--- src/rtl/seq_det_pkg.sv ---
// Shared types and helpers for the parametrised serial-pattern detector.
package seq_det_pkg;

  localparam int MAX_PAT_W = 64;
  localparam int CFG_LEN_W = 8;

  typedef struct packed {
    logic [MAX_PAT_W-1:0] pat;
    logic [CFG_LEN_W-1:0] len;
    logic                 overlap;
  } cfg_t;

  function automatic int calc_len_w(input int pat_w);
    return $clog2(pat_w + 1);
  endfunction

  function automatic logic [MAX_PAT_W-1:0] len_mask(input logic [CFG_LEN_W-1:0] len);
    logic [MAX_PAT_W-1:0] m;
    m = '0;
    for (int i = 0; i < MAX_PAT_W; i++) m[i] = (i < int'(len));
    return m;
  endfunction

endpackage

--- src/rtl/seq_detector_param_sat_counter.sv ---
// Saturating up-counter; a clear coinciding with an increment lands on 1.
module sat_counter #(
  parameter int W = 8
) (
  input  logic         clk,
  input  logic         rst_n,
  input  logic         inc,
  input  logic         clr,
  output logic [W-1:0] cnt,
  output logic         sat
);

  logic [W-1:0] cnt_q;

  assign sat = &cnt_q;
  assign cnt = cnt_q;

  always_ff @(posedge clk or negedge rst_n) begin
    if (!rst_n) begin
      cnt_q <= '0;
    end else if (clr) begin
      cnt_q <= inc ? W'(1) : '0;
    end else if (inc && !sat) begin
      cnt_q <= cnt_q + W'(1);
    end
  end

endmodule

--- src/rtl/seq_detector_param.sv ---
// Moore serial-pattern detector with runtime-loadable pattern, length and overlap mode.
module seq_detector_param
  import seq_det_pkg::*;
#(
  parameter int             PAT_W       = 8,
  parameter int             CNT_W       = 8,
  parameter logic [PAT_W-1:0] RST_PAT   = PAT_W'(8'b0000_1010),
  parameter int             RST_LEN     = 4,
  parameter bit             RST_OVERLAP = 1'b1,
  localparam int            LEN_W       = calc_len_w(PAT_W)
) (
  input  logic             clk,
  input  logic             rst_n,
  input  logic             x,
  input  logic             in_valid,
  input  logic             cfg_load,
  input  logic [PAT_W-1:0] cfg_pat,
  input  logic [LEN_W-1:0] cfg_len,
  input  logic             cfg_overlap,
  input  logic             cnt_clr,
  output logic             z,
  output logic [CNT_W-1:0] match_cnt,
  output logic             cnt_sat
);

  localparam cfg_t RST_CFG = '{
    pat:     MAX_PAT_W'(RST_PAT),
    len:     (RST_LEN > PAT_W) ? CFG_LEN_W'(PAT_W) : CFG_LEN_W'(RST_LEN),
    overlap: RST_OVERLAP
  };

  function automatic logic [CFG_LEN_W-1:0] clamp_len(input int unsigned l);
    return (l > PAT_W) ? CFG_LEN_W'(PAT_W) : CFG_LEN_W'(l);
  endfunction

  cfg_t                 cfg_q, cfg_d;
  logic [PAT_W-1:0]     hist_q, hist_d;
  logic [CFG_LEN_W-1:0] fill_q, fill_d, fill_inc;
  logic                 hit_q;
  logic                 match;

  always_comb begin
    cfg_d    = '{pat: MAX_PAT_W'(cfg_pat), len: clamp_len(cfg_len), overlap: cfg_overlap};
    hist_d   = {hist_q[PAT_W-2:0], x};
    fill_inc = fill_q + CFG_LEN_W'(1);
    fill_d   = (fill_inc > cfg_q.len) ? cfg_q.len : fill_inc;
    // A zero length would trivially match an empty mask, so it is excluded explicitly.
    match    = in_valid && !cfg_load && (cfg_q.len != '0) && (fill_d == cfg_q.len) &&
               (((MAX_PAT_W'(hist_d) ^ cfg_q.pat) & len_mask(cfg_q.len)) == '0);
  end

  always_ff @(posedge clk or negedge rst_n) begin
    if (!rst_n) begin
      cfg_q  <= RST_CFG;
      hist_q <= '0;
      fill_q <= '0;
      hit_q  <= 1'b0;
    end else if (cfg_load) begin
      cfg_q  <= cfg_d;
      hist_q <= '0;
      fill_q <= '0;
      hit_q  <= 1'b0;
    end else if (in_valid) begin
      hist_q <= hist_d;
      hit_q  <= match;
      fill_q <= (match && !cfg_q.overlap) ? '0 : fill_d;
    end
  end

  assign z = hit_q;

  sat_counter #(.W(CNT_W)) u_cnt (
    .clk   (clk),
    .rst_n (rst_n),
    .inc   (match),
    .clr   (cnt_clr),
    .cnt   (match_cnt),
    .sat   (cnt_sat)
  );

endmodule

--- config.mk ---
export PLATFORM = sky130hd
export DESIGN_NAME = seq_detector_param
export DESIGN_NICKNAME = d
export VERILOG_FILES = /design/src/rtl/seq_det_pkg.sv /design/src/rtl/seq_detector_param_sat_counter.sv /design/src/rtl/seq_detector_param.sv
export SDC_FILE = /design/constraint.sdc
export NUM_CORES = 1
export LEC_CHECK = 0
export ABC_AREA = 0
export BUFFER_PORTS_ARGS = -buffer_cell sky130_fd_sc_hd__buf_2
export CAP_MARGIN = 20
export CORE_ASPECT_RATIO = 0.75
export CORE_MARGIN = 8
export CORE_UTILIZATION = 45
export DETAILED_ROUTE_END_ITERATION = 6
export GPL_TIMING_DRIVEN = 0
export MAX_ROUTING_LAYER = met4
export PLACE_DENSITY = 0.74
export SYNTH_ARGS = -nofsm -noshare
export SYNTH_HDL_FRONTEND = slang
export SYNTH_SLANG_ARGS = --single-unit
--- constraint.sdc ---
create_clock -name clk -period 6.9 [get_ports clk]
set_clock_uncertainty 0.2 [all_clocks]
set_input_delay 0.69 -clock clk [delete_from_list [all_inputs] [get_ports clk]]
set_output_delay 0.69 -clock clk [all_outputs]
set_load 0.02 [all_outputs]
== Word level (Yosys, flattened, before mapping) ==
Index checks and enable logic that the tools add are counted.

* Logic and storage cells: 104
* Flip-flop bits (word level): 41
* Output and inout bits: 10
* Input bits: 19

* Reduce and logical (&&, ||, !) cells: 14
* Bitwise operators: 2
* $add $sub $neg: 2
* Magnitude comparators: 66
* Mux-type cells: 12
* Eq/ne operators: 1

{| class="wikitable"
|+ Operator list
! operator !! number
|-
| < comparator 6 x 8 -> 1 bit, first input constant || 32
|-
| < comparator 5 x 8 -> 1 bit, first input constant || 16
|-
| bitwise AND 8 x 64 -> 64 bit || 1
|-
| logical NOT 64 bit || 1
|-
| < comparator 4 x 8 -> 1 bit, first input constant || 8
|-
| 2-to-1 mux 8 bit || 6
|-
| < comparator 3 x 8 -> 1 bit, first input constant || 4
|-
| adder 8 x 1 -> 8 bit, second input constant || 2
|-
| < comparator 1 x 8 -> 1 bit, first input constant || 2
|-
| < comparator 2 x 8 -> 1 bit, first input constant || 2
|-
| 2-to-1 mux 7 bit || 2
|-
| equality test 8 bit || 1
|-
| greater-than comparator 8 bit || 1
|-
| AND reduction 8 bit || 1
|-
| nonzero test 8 bit || 1
|-
| XOR 8 bit || 1
|-
| logical AND 1 bit || 6
|-
| greater-than comparator 4 bit, second input constant || 1
|-
| 2-to-1 mux 4 bit || 1
|-
| nonzero test 2 bit || 2
|-
| logical NOT 1 bit || 3
|-
| 2-to-1 mux 1 bit || 3
|}

== Depth between registers and ports, before layout ==
Gate-level depths: netlist (run 1).

* Depth after elaboration: 10
* Gate-level depth with buffers: 9
* Gate-level depth less buffers: 8

== Modules after synthesis ==
Synthesis (run 1) repeated with hierarchy kept, for this count alone.

* Cells, all modules: 191
* Area, all modules: 2034.5 um^2

{| class="wikitable"
|+ Modules (own cells, without submodules)
! module !! area each (um^2) !! seq. area each (um^2) !! times used !! cells an instance
|-
| seq_detector_param || 1574.0 || 730.7 || 1 || 143
|-
| sat_counter || 460.4 || 200.2 || 1 || 48
|}

== Worst setup path after synthesis (run 1) ==
OpenSTA, ideal clock, no wires.

* Path kind: register to register
* From: reg fill_q[0]
* To: reg fill_q[3]
* Arrival time: 2.431 ns
* Clock period less this slack: 2.753 ns
* Cell stages (with the launch flop): 10
* Path buffers: 1
* Path slack: 4.147 ns
* Required time: 6.578 ns
* Library setup time: 0.122 ns
* Cell sequence: dfrtp_1 -> ha_1 -> xor2_1 -> ha_1 -> and4_1 -> a21o_1 -> and3_1 -> buf_4 -> or3_4 -> a32o_1

* Word-level cells in the longest chain between the ends: 10

{| class="wikitable"
|+ Ends and longest elaborated chain
! element !! line !! source
|-
| start, declared || seq_detector_param.sv:38 || <nowiki>logic [CFG_LEN_W-1:0] fill_q, fill_d, fill_inc;</nowiki>
|-
| start signal, assigned || seq_detector_param.sv:66 || <nowiki>fill_q <= (match && !cfg_q.overlap) ? '0 : fill_d;</nowiki>
|-
| adder 8 x 1 -> 8 bit (*) || seq_detector_param.sv:45 || <nowiki>fill_inc = fill_q + CFG_LEN_W'(1);</nowiki>
|-
| greater-than comparator 8 bit || seq_detector_param.sv:46 || <nowiki>fill_d = (fill_inc > cfg_q.len) ? cfg_q.len : fill_inc;</nowiki>
|-
| 2-to-1 mux 8 bit (*) || seq_detector_param.sv:46 ||
|-
| equality test 8 bit || seq_detector_param.sv:48 || <nowiki>match = in_valid && !cfg_load && (cfg_q.len != '0) && (fill_d == cfg_q.len) &&</nowiki>
|-
| logical AND 1 bit (2 in series) || seq_detector_param.sv:48 ||
|-
| logical AND 1 bit || seq_detector_param.sv:66 ||
|-
| 2-to-1 mux 8 bit (*) || seq_detector_param.sv:66 ||
|-
| 2-to-1 mux 8 bit (*) || seq_detector_param.sv:63 || <nowiki>end else if (in_valid) begin</nowiki>
|-
| 2-to-1 mux 8 bit (*) || seq_detector_param.sv:58 || <nowiki>end else if (cfg_load) begin</nowiki>
|}

Every way passes the cells marked *; elsewhere a longest branch is shown, timed or not. The select of a mux whose other input is x is not followed.
A chain may end at the register's enable or synchronous reset.

== Worst setup path in the final report (run 1) ==
* From: reg fill_q[0]
* To: reg u_cnt.cnt_q[5] (netlist: u_cnt.cnt[5])

* Word-level cells in the longest chain between the ends: 8

{| class="wikitable"
|+ Ends and longest elaborated chain
! element !! line !! source
|-
| adder 8 x 1 -> 8 bit (*) || seq_detector_param.sv:45 ||
|-
| greater-than comparator 8 bit || seq_detector_param.sv:46 ||
|-
| 2-to-1 mux 8 bit (*) || seq_detector_param.sv:46 ||
|-
| equality test 8 bit (*) || seq_detector_param.sv:48 ||
|-
| logical AND 1 bit (*) (2 in series) || seq_detector_param.sv:48 ||
|-
| logical AND 1 bit (*) || seq_detector_param_sat_counter.sv:23 || <nowiki>end else if (inc && !sat) begin</nowiki>
|-
| nonzero test 2 bit (no line) (*) || - ||
|-
| end signal, assigned || seq_detector_param_sat_counter.sv:22 || <nowiki>cnt_q <= inc ? W'(1) : '0;</nowiki>
|-
| end signal, assigned || seq_detector_param_sat_counter.sv:24 || <nowiki>cnt_q <= cnt_q + W'(1);</nowiki>
|-
| end, declared || seq_detector_param_sat_counter.sv:13 || <nowiki>logic [W-1:0] cnt_q;</nowiki>
|}

Every way passes the cells marked *; elsewhere a longest branch is shown, timed or not.

==> flow_metrics.py, run 1 <==
metrics = {
    "floorplanning": {
        "fp-row-count": 21,
        "start_util_pct": 46.80,
        "pin_count": 29,
        "die_h_um": 74.86,
        "die_w_um": 94.47,
        "dieArea_um2": 7072,
        "core_um2": 4441,
    },
    "route": {
        "dr_total_vias": 1527,
        "wl_mm": 4.268,
        "ant_nets": 0,
        "first_iter_violations": 97,
        "routed_via_density": 5.358,
        "wl_per_cell_um": 14.98,
        "drtPass1Iterations": 4,
        "drc": 0,
    },
    "grt": {
        "grt_pass1_vias": 1609,
        "grt_antenna_before_repair": 0,
        "grt_start_max_net_pins": 38,
        "grt_pass1_wl_mm": 7.417,
        "grt_usage_pct": 13.59,
        "overflow": 0,
    },
    "placement": {
        "portBuffers": 26,
        "post_dp_cell_area_um2": 2280,
        "hpwl_mm": 3.228,
        "gp_congestion": 0.7991,
    },
    "hold_path": {
        "worstHoldPathType": "reg -> reg",
        "hold_path.startpoint": "z$_DFFE_PN0P_",
        "hold_depth": 2,
    },
    "worst_setup_path": {
        "crit_top_cell": "ha_1",
        "critPathKind": "reg -> reg",
        "crit_chain": "ha_1 > xor2_1 > ha_1 > and4_1 > a21o_1 > and3_1 > buf_4 > nor4_1 > mux2_2",
        "cp-end-kind": "register",
        "crit_fanout": 9,
        "cp_data_arrival_time_ps": 3060,
        "rr_startpoint": "fill_q[0]$_DFFE_PN0P_",
        "critPathMaxStageDelay_ps": 490,
        "startpoint": "fill_q[0]$_DFFE_PN0P_",
        "cp.required_ps": 6870,
        "startpoint_type": "register",
        "rr_worst_depth": 9,
        "crit_slowest_cell": "dfrtp_1",
    },
    "synth": {
        "ys.flop_type": "dfrtp_1",
        "async_flop_share_pct": 100.0,
        "synth_area_per_cell_um2": 10.71,
        "syn-num-nets": 219,
        "yosys_warnings": 0,
        "synth_edf_count": 0,
        "yosysSeqAreaShare_pct": 44.79,
        "synth_cell_types": 46,
        "syn_inst": 194,
        "ys_ff_latch": 37,
        "synth_area_um2": 2078,
    },
    "sta": {
        "finalSetupViolCount": 0,
        "worst_slew_pin_slew_ps": 824.6,
        "fin_setup_tns_ps": 0,
        "layout_min_cycle_time_ps": 3082,
        "slew_viol_final": 0,
        "hold_viol": 0,
        "timing.final.crit_share_pct": 44.67,
        "slew_headroom_pct": 45.03,
        "fmax_ghz": 0.3245,
        "rsz0062_at_grt": "false",
    },
    "clock_tree": {
        "post_cts_buffers": 0,
        "numCtsBuffers": 5,
        "worstSkewPairLatency_ps": 290,
        "path_clk_slew_ps": 80,
        "cts_resized": 0,
        "root_buffer": "clkbuf_8",
        "max-clock-path-buffers": 2,
        "htreeDepth": 2,
        "cts_tree": "yes",
        "clock_sinks": 37,
        "holdBufCountCts": 0,
    },
    "power": {
        "power_density_nw_per_um2": 218.0,
        "ir_drop_uv": 169.6,
        "p_sw_mw": 0.1584,
        "p_comb_share_pct": 24.2,
        "switching_share_pct": 30.71,
        "seqPwrFrac_pct": 47.5,
        "clockPowerShare_pct": 28.3,
        "p_leak_nw": 1.087,
        "internal_power_mw": 0.3574,
    },
    "layout": {
        "areaGrowthSynthToFinish_pct": 13.85,
        "register_area_um2": 930.9,
        "num_antenna_cells": 0,
        "postLayoutCellArea_um2": 2366,
        "multiInputGateArea_um2": 1082,
        "drive_gt1_share_pct": 28.07,
        "final_net_count": 252,
        "fillers": 421,
    },
    "run": {
        "cap_violations": 0,
    },
    "outcome": {
        "run_status": "finished, final reports clean",
    },
}
-- metal layers --
metal | GRT usage [%] | share of wire, %
met5 | - | 0
met3 | 3.486 | 5.1
met2 | 20.31 | 44
met1 | 17.49 | 49
met4 | 4.828 | 1.6
-- cells in the final DEF, fill, tap and decap left out, types with 2 or more instances in the layout --
| cell type | synthesis | routed |
|---|---|---|
| a21oi_1 | 5 | 5 |
| a32o_1 | 4 | 4 |
| and2_1 | 4 | 4 |
| and3_1 | 6 | 6 |
| and4_1 | 3 | 3 |
| buf_2 | 1 | 27 |
| clkbuf_1 | 4 | 4 |
| clkbuf_8 | 0 | 5 |
| clkinv_2 | 0 | 2 |
| dfrtp_1 | 33 | 33 |
| dfstp_2 | 4 | 4 |
| ha_1 | 6 | 6 |
| inv_1 | 6 | 6 |
| mux2_1 | 2 | 2 |
| mux2_2 | 14 | 14 |
| mux2i_1 | 8 | 8 |
| nand2_1 | 8 | 8 |
| nand3_1 | 6 | 6 |
| nor2_1 | 18 | 18 |
| nor2b_1 | 5 | 5 |
| nor3_1 | 4 | 4 |
| o21ai_0 | 8 | 8 |
| o22ai_1 | 3 | 3 |
| o31ai_1 | 3 | 3 |
| xnor2_1 | 13 | 13 |
| xor2_1 | 4 | 4 |
-- registers in the layout (all words and copies together), names as in the netlist --
signal	count
z	1
hist_q	7
cfg_q	13
u_cnt.cnt	8
fill_q	8
-- stage by stage --
| stage | worst slack (ps) | power, mW | utilization [%] | hold WS [ps] | std cells |
|---|---|---|---|---|---|
| 2_1_floorplan | 4147 | 0.3378 | - | 194.4 | 194 |
| 3_3_place_gp | 3926 | 0.3688 | 51.34 | 269.8 | 277 |
| 3_5_place_dp | 3828 | 0.3731 | 51.34 | 277.5 | 277 |
| 4_1_cts | 3820 | 0.5207 | 53.28 | 294.1 | 285 |
| 5_1_grt | 3630 | 0.5474 | 53.28 | 356.6 | 285 |
| 6_report | 3818 | 0.5157 | 53.28 | 289.0 | 285 |
-- worst max-delay path, delay by kind of cell, from the launching register on --
family,cells,cell delay [ps]
XOR/XNOR,1,310
buffers and inverters,1,170
flip-flops,1,490
multiplexers,1,370
AO/OA/AOI/OAI,1,170
adder cells (fa/ha/maj),2,600
AND/OR/NAND/NOR,3,650
-- final timing paths --
kind | endpoint | slack (ps)
worst max-delay path | u_cnt.cnt[5]$_DFFE_PN0P_ | 3820
worst min-delay path | z$_DFFE_PN0P_ | 290
worst max register to register | u_cnt.cnt[5]$_DFFE_PN0P_ | 3820
worst min register to register | z$_DFFE_PN0P_ | 290
max in group asynchronous | fill_q[3]$_DFFE_PN0P_ | 5690
min in group asynchronous | fill_q[0]$_DFFE_PN0P_ | 300
-- cells by family (layout without fill, tap and decap cells) --
group	after synthesis	in the layout	synth area share (%)
AND/OR/NAND/NOR	65	65	17.46
buffers and inverters	14	48	3.130
multiplexers	24	24	12.52
adder cells (fa/ha/maj)	6	6	3.612
flip-flops	37	37	44.79
XOR/XNOR	17	17	7.164
AO/OA/AOI/OAI	31	31	11.32
-- Yosys cell counts (all sizes together) (4+ instances only) --
cell type / instances / share of area (%)
dfrtp: 33 / 40
nor2: 19 / 3.6
mux2: 16 / 8.7
xnor2: 13 / 5.5
nand2: 9 / 1.7
mux2i: 8 / 3.9
o21ai: 8 / 1.9
and3: 6 / 1.8
ha: 6 / 3.6
inv: 6 / 1.1
nand3: 6 / 1.4
nor2b: 6 / 2.2
a21oi: 5 / 1.2
a32o: 4 / 1.9
and2: 4 / 1.2
buf: 4 / 1.3
clkbuf: 4 / 0.72
dfstp: 4 / 5.1
nor3: 4 / 0.96
xor2: 4 / 1.7
-- area by class of cell --
class | count | area share (%)
inverter | 6 | 0.9519
multi-input combinational | 143 | 45.74
tap | 57 | 3.014
sequential | 37 | 39.34
clock buffer | 5 | 2.909
clock inverter | 3 | 0.7403
timing repair buffer | 26 | 5.500
buffer | 8 | 1.798
-- power groups by stage --
stage	Clock, mW	Combinational (mW)	Sequential [mW]
2_1_floorplan	0	0.0927	0.245
3_3_place_gp	0	0.120	0.248
3_5_place_dp	0	0.124	0.249
4_1_cts	0.151	0.125	0.245
5_1_grt	0.161	0.139	0.247
6_report	0.146	0.125	0.245
(Power assumes the default switching activity.)
==> run 2: changes to the inputs <==
--- a/config.mk
+++ b/config.mk
@@ -5,7 +5,7 @@
 export SDC_FILE = /design/constraint.sdc
 export NUM_CORES = 1
 export LEC_CHECK = 0
-export ABC_AREA = 0
+export ABC_AREA = 1
 export BUFFER_PORTS_ARGS = -buffer_cell sky130_fd_sc_hd__buf_2
 export CAP_MARGIN = 20
 export CORE_ASPECT_RATIO = 0.75
@@ -14,7 +14,7 @@
 export DETAILED_ROUTE_END_ITERATION = 6
 export GPL_TIMING_DRIVEN = 0
 export MAX_ROUTING_LAYER = met4
-export PLACE_DENSITY = 0.74
+export PLACE_DENSITY = 0.76
 export SYNTH_ARGS = -nofsm -noshare
 export SYNTH_HDL_FRONTEND = slang
 export SYNTH_SLANG_ARGS = --single-unit
==> constraint.sdc (replaced) <==
create_clock -name clk -period 2.5 [get_ports clk]
set_clock_uncertainty 0.2 [all_clocks]
set_input_delay 0.25 -clock clk [delete_from_list [all_inputs] [get_ports clk]]
set_output_delay 0.25 -clock clk [all_outputs]
set_load 0.02 [all_outputs]
==> run 2 against run 1 <==
  * The run now ends with negative setup slack left
  * Final cell count increased by 41%
  * Non-clock buffer count increased by 23
  * Sequential cell count did not move
  * Via count is 36% higher
  * First-iteration DRC count increased by 74%
  * Power rose to 3.1 times the previous value
  * Largest power group unchanged
==> flow_metrics.py, run 2 <==
metrics = {
    "worst_setup_path": {
        "rr_worst_depth": 15,
        "cp-end-kind": "register",
        "crit_slowest_cell": "dfrtp_2",
        "crit_chain": "ha_4 > ha_1 > nand2_1 > nand2_1 > nand2_2 > a21oi_4 > nor2_4 > buf_12 > nand4_1 > nand3_2 > nor2_4 > nand3_4 > nand2_8 > nand2_2 > nand2_1",
        "critPathKind": "reg -> reg",
        "r2r_end": "u_cnt.cnt[6]$_DFFE_PN0P_",
        "cp_data_arrival_time_ps": 2720,
        "crit_top_cell": "nand2_1",
        "r2r_slack_ps": -190,
        "crit_fanout": 7,
        "startpoint_type": "register",
        "rr_startpoint": "fill_q[0]$_DFFE_PN0P_",
        "cp.required_ps": 2530,
        "critPathMaxStageDelay_ps": 450,
    },
    "sta": {
        "timing.final.crit_share_pct": 107.6,
        "worst_slew_pin_slew_ps": 824.2,
        "layout_min_cycle_time_ps": 2690,
        "slew_viol_final": 0,
        "finalWorstSetupSlack_ps": -189.8,
        "hold_viol": 0,
        "slew_headroom_pct": 45.06,
        "fmax_ghz": 0.3718,
        "finalSetupViolCount": 13,
        "rsz0062_at_grt": "true",
    },
    "route": {
        "first_iter_violations": 169,
        "wl_mm": 5.737,
        "dr_total_vias": 2078,
        "ant_nets": 0,
        "routed_via_density": 5.169,
        "drtPass1Iterations": 4,
        "drc": 0,
        "wl_per_cell_um": 14.27,
    },
    "placement": {
        "gp_congestion": 0.9142,
        "hpwl_mm": 3.585,
        "portBuffers": 26,
        "dp_slack_ps": -341.2,
        "dp_cells": 367,
        "post_dp_cell_area_um2": 2400,
    },
    "power": {
        "ir_drop_uv": 380.8,
        "power_density_nw_per_um2": 550.0,
        "p_leak_nw": 1.418,
        "clockPowerShare_pct": 26.0,
        "switching_share_pct": 33.48,
        "p_comb_share_pct": 32.4,
        "internal_power_mw": 1.068,
        "seqPwrFrac_pct": 41.6,
        "p_sw_mw": 0.5376,
    },
    "layout": {
        "drive_gt1_share_pct": 29.53,
        "final_net_count": 366,
        "largest_reg_flops": 13,
        "num_antenna_cells": 0,
        "final_common_cell": "nand2_1",
        "final_cell_mix": "68 x nand2_1, 33 x inv_1, 31 x dfrtp_1",
        "areaGrowthSynthToFinish_pct": 34.47,
        "postLayoutCellArea_um2": 2919,
        "regMostFlops": "cfg_q",
        "final_cell_count_no_fill": 402,
    },
    "grt": {
        "grt_pass1_vias": 2028,
        "overflow": 0,
        "grt_usage_pct": 15.46,
        "grt_antenna_before_repair": 0,
        "grt_start_max_net_pins": 38,
        "grt_pass1_wl_mm": 8.907,
    },
    "run": {
        "cap_violations": 0,
    },
    "synth": {
        "synth_area_per_cell_um2": 7.725,
        "ys_ff_latch": 37,
        "synth_top_area_share_pct": 38.04,
        "synthTopCellsByCount": "80 x nand2_1, 34 x inv_1, 33 x dfrtp_1, 24 x nand3_1, 24 x nor2_1",
        "synth_top_cell_by_area": "dfrtp_1",
        "synth_edf_count": 0,
        "async_flop_share_pct": 100.0,
        "syn_inst": 281,
        "ys.flop_type": "dfrtp_1",
        "yosysSeqAreaShare_pct": 42.88,
        "syn-num-nets": 306,
        "synth_cell_types": 27,
        "yosysMostFrequentCell": "nand2_1",
        "yosys_warnings": 0,
        "synth_area_leaders": "dfrtp_1 38%, nand2_1 14%, inv_1 5.9%, nand3_1 5.5%, dfstp_2 4.8%",
        "synth_area_um2": 2171,
    },
    "clock_tree": {
        "max-clock-path-buffers": 2,
        "root_buffer": "clkbuf_8",
        "path_clk_slew_ps": 80,
        "htreeDepth": 2,
        "cts_tree": "yes",
        "numCtsBuffers": 5,
        "clock_sinks": 37,
        "worstSkewPairLatency_ps": 290,
    },
    "hold_path": {
        "hold_path.startpoint": "cfg_len[0]",
        "worstHoldPathType": "in -> reg",
        "hold_depth": 3,
        "min_to": "cfg_q[1]$_DFFE_PN0P_",
    },
    "floorplanning": {
        "die_w_um": 96.20,
        "start_util_pct": 45.59,
        "core_um2": 4762,
        "pin_count": 29,
        "fp-row-count": 22,
        "die_h_um": 76.15,
        "dieArea_um2": 7326,
    },
    "outcome": {
        "violations": "negative setup slack",
        "run_status": "finished with violations",
    },
}
run 2: metal layers:
metal / part of all wire (%) / global-route usage (%) / wire length [um] / vias to the layer above
met4: 2.0 / 5.819 / 112 / 0
met1: 44 / 19.36 / 2551 / 967
met3: 6.0 / 3.740 / 342 / 13
met5: 0 / - / 0 / -
met2: 48 / 23.37 / 2732 / 75
li1: - / - / - / 1023
run 2: cell type report:
class                           count  area [um2]
Buffer                              4       30.03
Clock buffer                        6       72.57
Clock inverter                      2       15.01
Fill cell                         395        1843
Inverter                           39       150.1
Multi-Input combinational cell    201        1236
Sequential cell                    37       933.4
Tap cell                           60       75.07
Timing Repair Buffer               53       406.6
run 2: worst max path at each step:
stage,start,endpoint,cells after the start
finish,fill_q[0]$_DFFE_PN0P_,u_cnt.cnt[6]$_DFFE_PN0P_,15
global route,fill_q[0]$_DFFE_PN0P_,u_cnt.cnt[6]$_DFFE_PN0P_,15
CTS,fill_q[1]$_DFFE_PN0P_,u_cnt.cnt[5]$_DFFE_PN0P_,16
detailed placement,fill_q[0]$_DFFE_PN0P_,u_cnt.cnt[6]$_DFFE_PN0P_,15
global placement,fill_q[0]$_DFFE_PN0P_,u_cnt.cnt[7]$_DFFE_PN0P_,15
floorplan,fill_q[0]$_DFFE_PN0P_,u_cnt.cnt[2]$_DFFE_PN0P_,19
run 2: critical path: cells and delay by family (launching register included):
kind	cells	cell delay [ps]
AND/OR/NAND/NOR	11	1120
adder cells (fa/ha/maj)	2	580
flip-flops	1	450
buffers and inverters	1	130
AO/OA/AOI/OAI	1	150
run 2: cells by family after synthesis:
family | count (synthesis) | synth area share, %
simple gates | 152 | 32.91
compound gates | 31 | 7.665
buf+inv | 44 | 8.645
xor+xnor | 11 | 4.438
flops | 37 | 42.88
fa+ha+maj | 6 | 3.458
run 2: through the flow:
stage          setup TNS [ps]  util [%]  hold WS, ps  total power, mW
5_1_grt                 -4057     61.30        13.70            1.687
6_report                -2252     61.30        3.693            1.605
3_5_place_dp            -3977     50.39        198.0            1.006
2_1_floorplan          -71.68         -       -245.6           0.9263
4_1_cts                 -1416     57.17       0.2286            1.489
3_3_place_gp            -3714     50.39        192.8           0.9982
run 2: power by group through the flow:
stage               logic, mW  registers [mW]  clock network, mW
finish                  0.519           0.668              0.418
global route            0.567           0.672              0.448
CTS                     0.397           0.664              0.427
detailed placement      0.331           0.676                  0
global placement        0.323           0.675                  0
floorplan               0.257           0.669                  0
run 2: repair_timing:
action	in CTS	in global routing
cloned	1	0
endpoints found under the hold margin	45	0
buffers inserted	8	6
hold buffers	13	0
pin swaps	15	21
resized for setup	7	28
endpoints found under the setup margin	13	13
==> run 3: changes to the inputs <==
==> constraint.sdc (replaced) <==
create_clock -name clk -period 2.5 [get_ports clk]
set_clock_uncertainty 0.2 [all_clocks]
set_input_delay 0.5 -clock clk [delete_from_list [all_inputs] [get_ports clk]]
set_output_delay 0.5 -clock clk [all_outputs]
set_load 0.02 [all_outputs]
==> run 3 against run 2 <==
  * The run still ends with negative setup slack left
  * Worst hold slack better by 110 ps
  * Clock-buffer cell count is the same
  * Highest routed layer unchanged
  * Sequential cell count stayed put
  * Fmax decreased by 0.69%
==> flow_metrics.py, run 3 (same netlist as run 2, synthesis figures left out) <==
metrics = {
    "grt": {
        "grt_antenna_before_repair": 0,
        "grt_pass1_wl_mm": 8.611,
        "grt_usage_pct": 14.96,
        "grt_start_max_net_pins": 38,
        "grt_pass1_vias": 1939,
        "overflow": 0,
    },
    "clock_tree": {
        "root_buffer": "clkbuf_8",
        "worstSkewPairLatency_ps": 290,
        "path_clk_slew_ps": 80,
        "clock_sinks": 37,
        "holdBufCountCts": 0,
        "max-clock-path-buffers": 2,
        "cts_tree": "yes",
        "htreeDepth": 2,
        "numCtsBuffers": 5,
    },
    "run": {
        "cap_violations": 0,
    },
    "route": {
        "first_iter_violations": 155,
        "routed_via_density": 5.244,
        "wl_per_cell_um": 14.43,
        "dr_total_vias": 2040,
        "wl_mm": 5.615,
        "drc": 0,
        "drtPass1Iterations": 4,
        "ant_nets": 0,
    },
    "layout": {
        "final_cell_mix": "67 x nand2_1, 33 x inv_1, 31 x dfrtp_1",
        "regMostFlops": "cfg_q",
        "final_common_cell": "nand2_1",
        "num_antenna_cells": 0,
        "drive_gt1_share_pct": 31.61,
        "final_cell_count_no_fill": 389,
        "areaGrowthSynthToFinish_pct": 29.22,
        "postLayoutCellArea_um2": 2805,
        "largest_reg_flops": 13,
        "final_net_count": 353,
        "post-route-util_pct": 58.91,
    },
    "sta": {
        "hold_viol": 0,
        "holdWs_ps": 109.6,
        "finalWorstSetupSlack_ps": -208.5,
        "rsz0062_at_grt": "true",
        "finalSetupViolCount": 13,
        "worst_slew_pin_slew_ps": 840.2,
        "slew_headroom_pct": 43.98,
        "layout_min_cycle_time_ps": 2709,
        "fmax_ghz": 0.3692,
        "fin_setup_tns_ps": -2448,
        "timing.final.crit_share_pct": 108.3,
        "slew_viol_final": 0,
    },
    "power": {
        "p_leak_nw": 1.363,
        "clockPowerShare_pct": 26.2,
        "power.total_mw": 1.598,
        "power_density_nw_per_um2": 569.5,
        "switching_share_pct": 33.72,
        "ir_drop_uv": 372.1,
        "p_comb_share_pct": 31.9,
        "internal_power_mw": 1.059,
        "p_sw_mw": 0.5388,
        "seqPwrFrac_pct": 41.8,
    },
    "floorplanning": {
        "fp-row-count": 22,
        "start_util_pct": 45.59,
        "pin_count": 29,
        "dieArea_um2": 7326,
        "die_w_um": 96.20,
        "core_um2": 4762,
        "die_h_um": 76.15,
    },
    "placement": {
        "hpwl_mm": 3.585,
        "portBuffers": 26,
        "gp_congestion": 0.9142,
        "post_dp_cell_area_um2": 2400,
        "dp_cells": 367,
        "dp_slack_ps": -341.2,
    },
    "worst_setup_path": {
        "startpoint_type": "register",
        "crit_chain": "ha_4 > ha_1 > nand2_1 > nand2_1 > nand2_2 > a21oi_4 > nor2_4 > buf_12 > nand4_1 > nand3_2 > nor2_4 > nand3_4 > nand2_8 > nand2_2 > nand2_1",
        "cp.required_ps": 2530,
        "critical-path-top-delay-family": "simple AND/OR/NAND/NOR gates",
        "cp_data_arrival_time_ps": 2740,
        "path_buf_inv": 1,
        "critPathKind": "reg -> reg",
        "crit_fanout": 7,
        "r2r_end": "u_cnt.cnt[6]$_DFFE_PN0P_",
        "rr_worst_depth": 15,
        "critPathMaxStageDelay_ps": 450,
        "cp_num_cells": 15,
        "rr_startpoint": "fill_q[0]$_DFFE_PN0P_",
        "crit_top_cell": "nand2_1",
        "crit_slowest_cell": "dfrtp_2",
        "r2r_slack_ps": -210,
        "cp-end-kind": "register",
    },
    "outcome": {
        "run_status": "finished with violations",
        "violations": "negative setup slack",
    },
    "hold_path": {
        "worstHoldPathType": "in -> async",
    },
}
-- run 3: worst max-delay path by stage --
stage / startpoint / endpoint / slack, ps
after global placement: fill_q[0]$_DFFE_PN0P_ / u_cnt.cnt[7]$_DFFE_PN0P_ / -310
after detailed placement: fill_q[0]$_DFFE_PN0P_ / u_cnt.cnt[6]$_DFFE_PN0P_ / -340
after global routing: fill_q[0]$_DFFE_PN0P_ / u_cnt.cnt[6]$_DFFE_PN0P_ / -300
after CTS: fill_q[1]$_DFFE_PN0P_ / u_cnt.cnt[5]$_DFFE_PN0P_ / -140
final: fill_q[0]$_DFFE_PN0P_ / u_cnt.cnt[6]$_DFFE_PN0P_ / -210
after floorplan: fill_q[0]$_DFFE_PN0P_ / u_cnt.cnt[2]$_DFFE_PN0P_ / -10
-- run 3: final cells by class --
cell class              instances  area [um2]
fillers                       416        1957
multi-input cells             201        1249
flip-flops and latches         37       933.4
repair buffers                 40       280.3
inverters                      39       150.1
well taps                      60       75.07
clock buffers                   6       72.57
plain buffers                   4       30.03
clock inverters                 2       15.01
-- run 3: what timing repair did --
action	4_1_cts	5_1_grt
endpoints found under the hold margin	0	0
pin swaps	15	21
gates cloned	1	0
setup endpoints to repair	13	14
buffers inserted	8	6
gates resized for setup	7	32
-- run 3: routing by layer --
metal | global-route usage (%) | share of wire, % | vias up | routed length (um)
met2 | 22.01 | 47 | 70 | 2652
met4 | 5.666 | 1.8 | 0 | 102
met5 | - | 0 | - | 0
met1 | 19.48 | 45 | 960 | 2531
met3 | 3.248 | 5.8 | 12 | 328
li1 | - | - | 998 | -
-- run 3: power by group through the flow --
stage | registers, mW | clock network [mW] | logic [mW]
floorplan | 0.669 | 0 | 0.257
global placement | 0.675 | 0 | 0.323
detailed placement | 0.676 | 0 | 0.331
CTS | 0.664 | 0.427 | 0.381
global route | 0.672 | 0.448 | 0.555
finish | 0.668 | 0.419 | 0.510
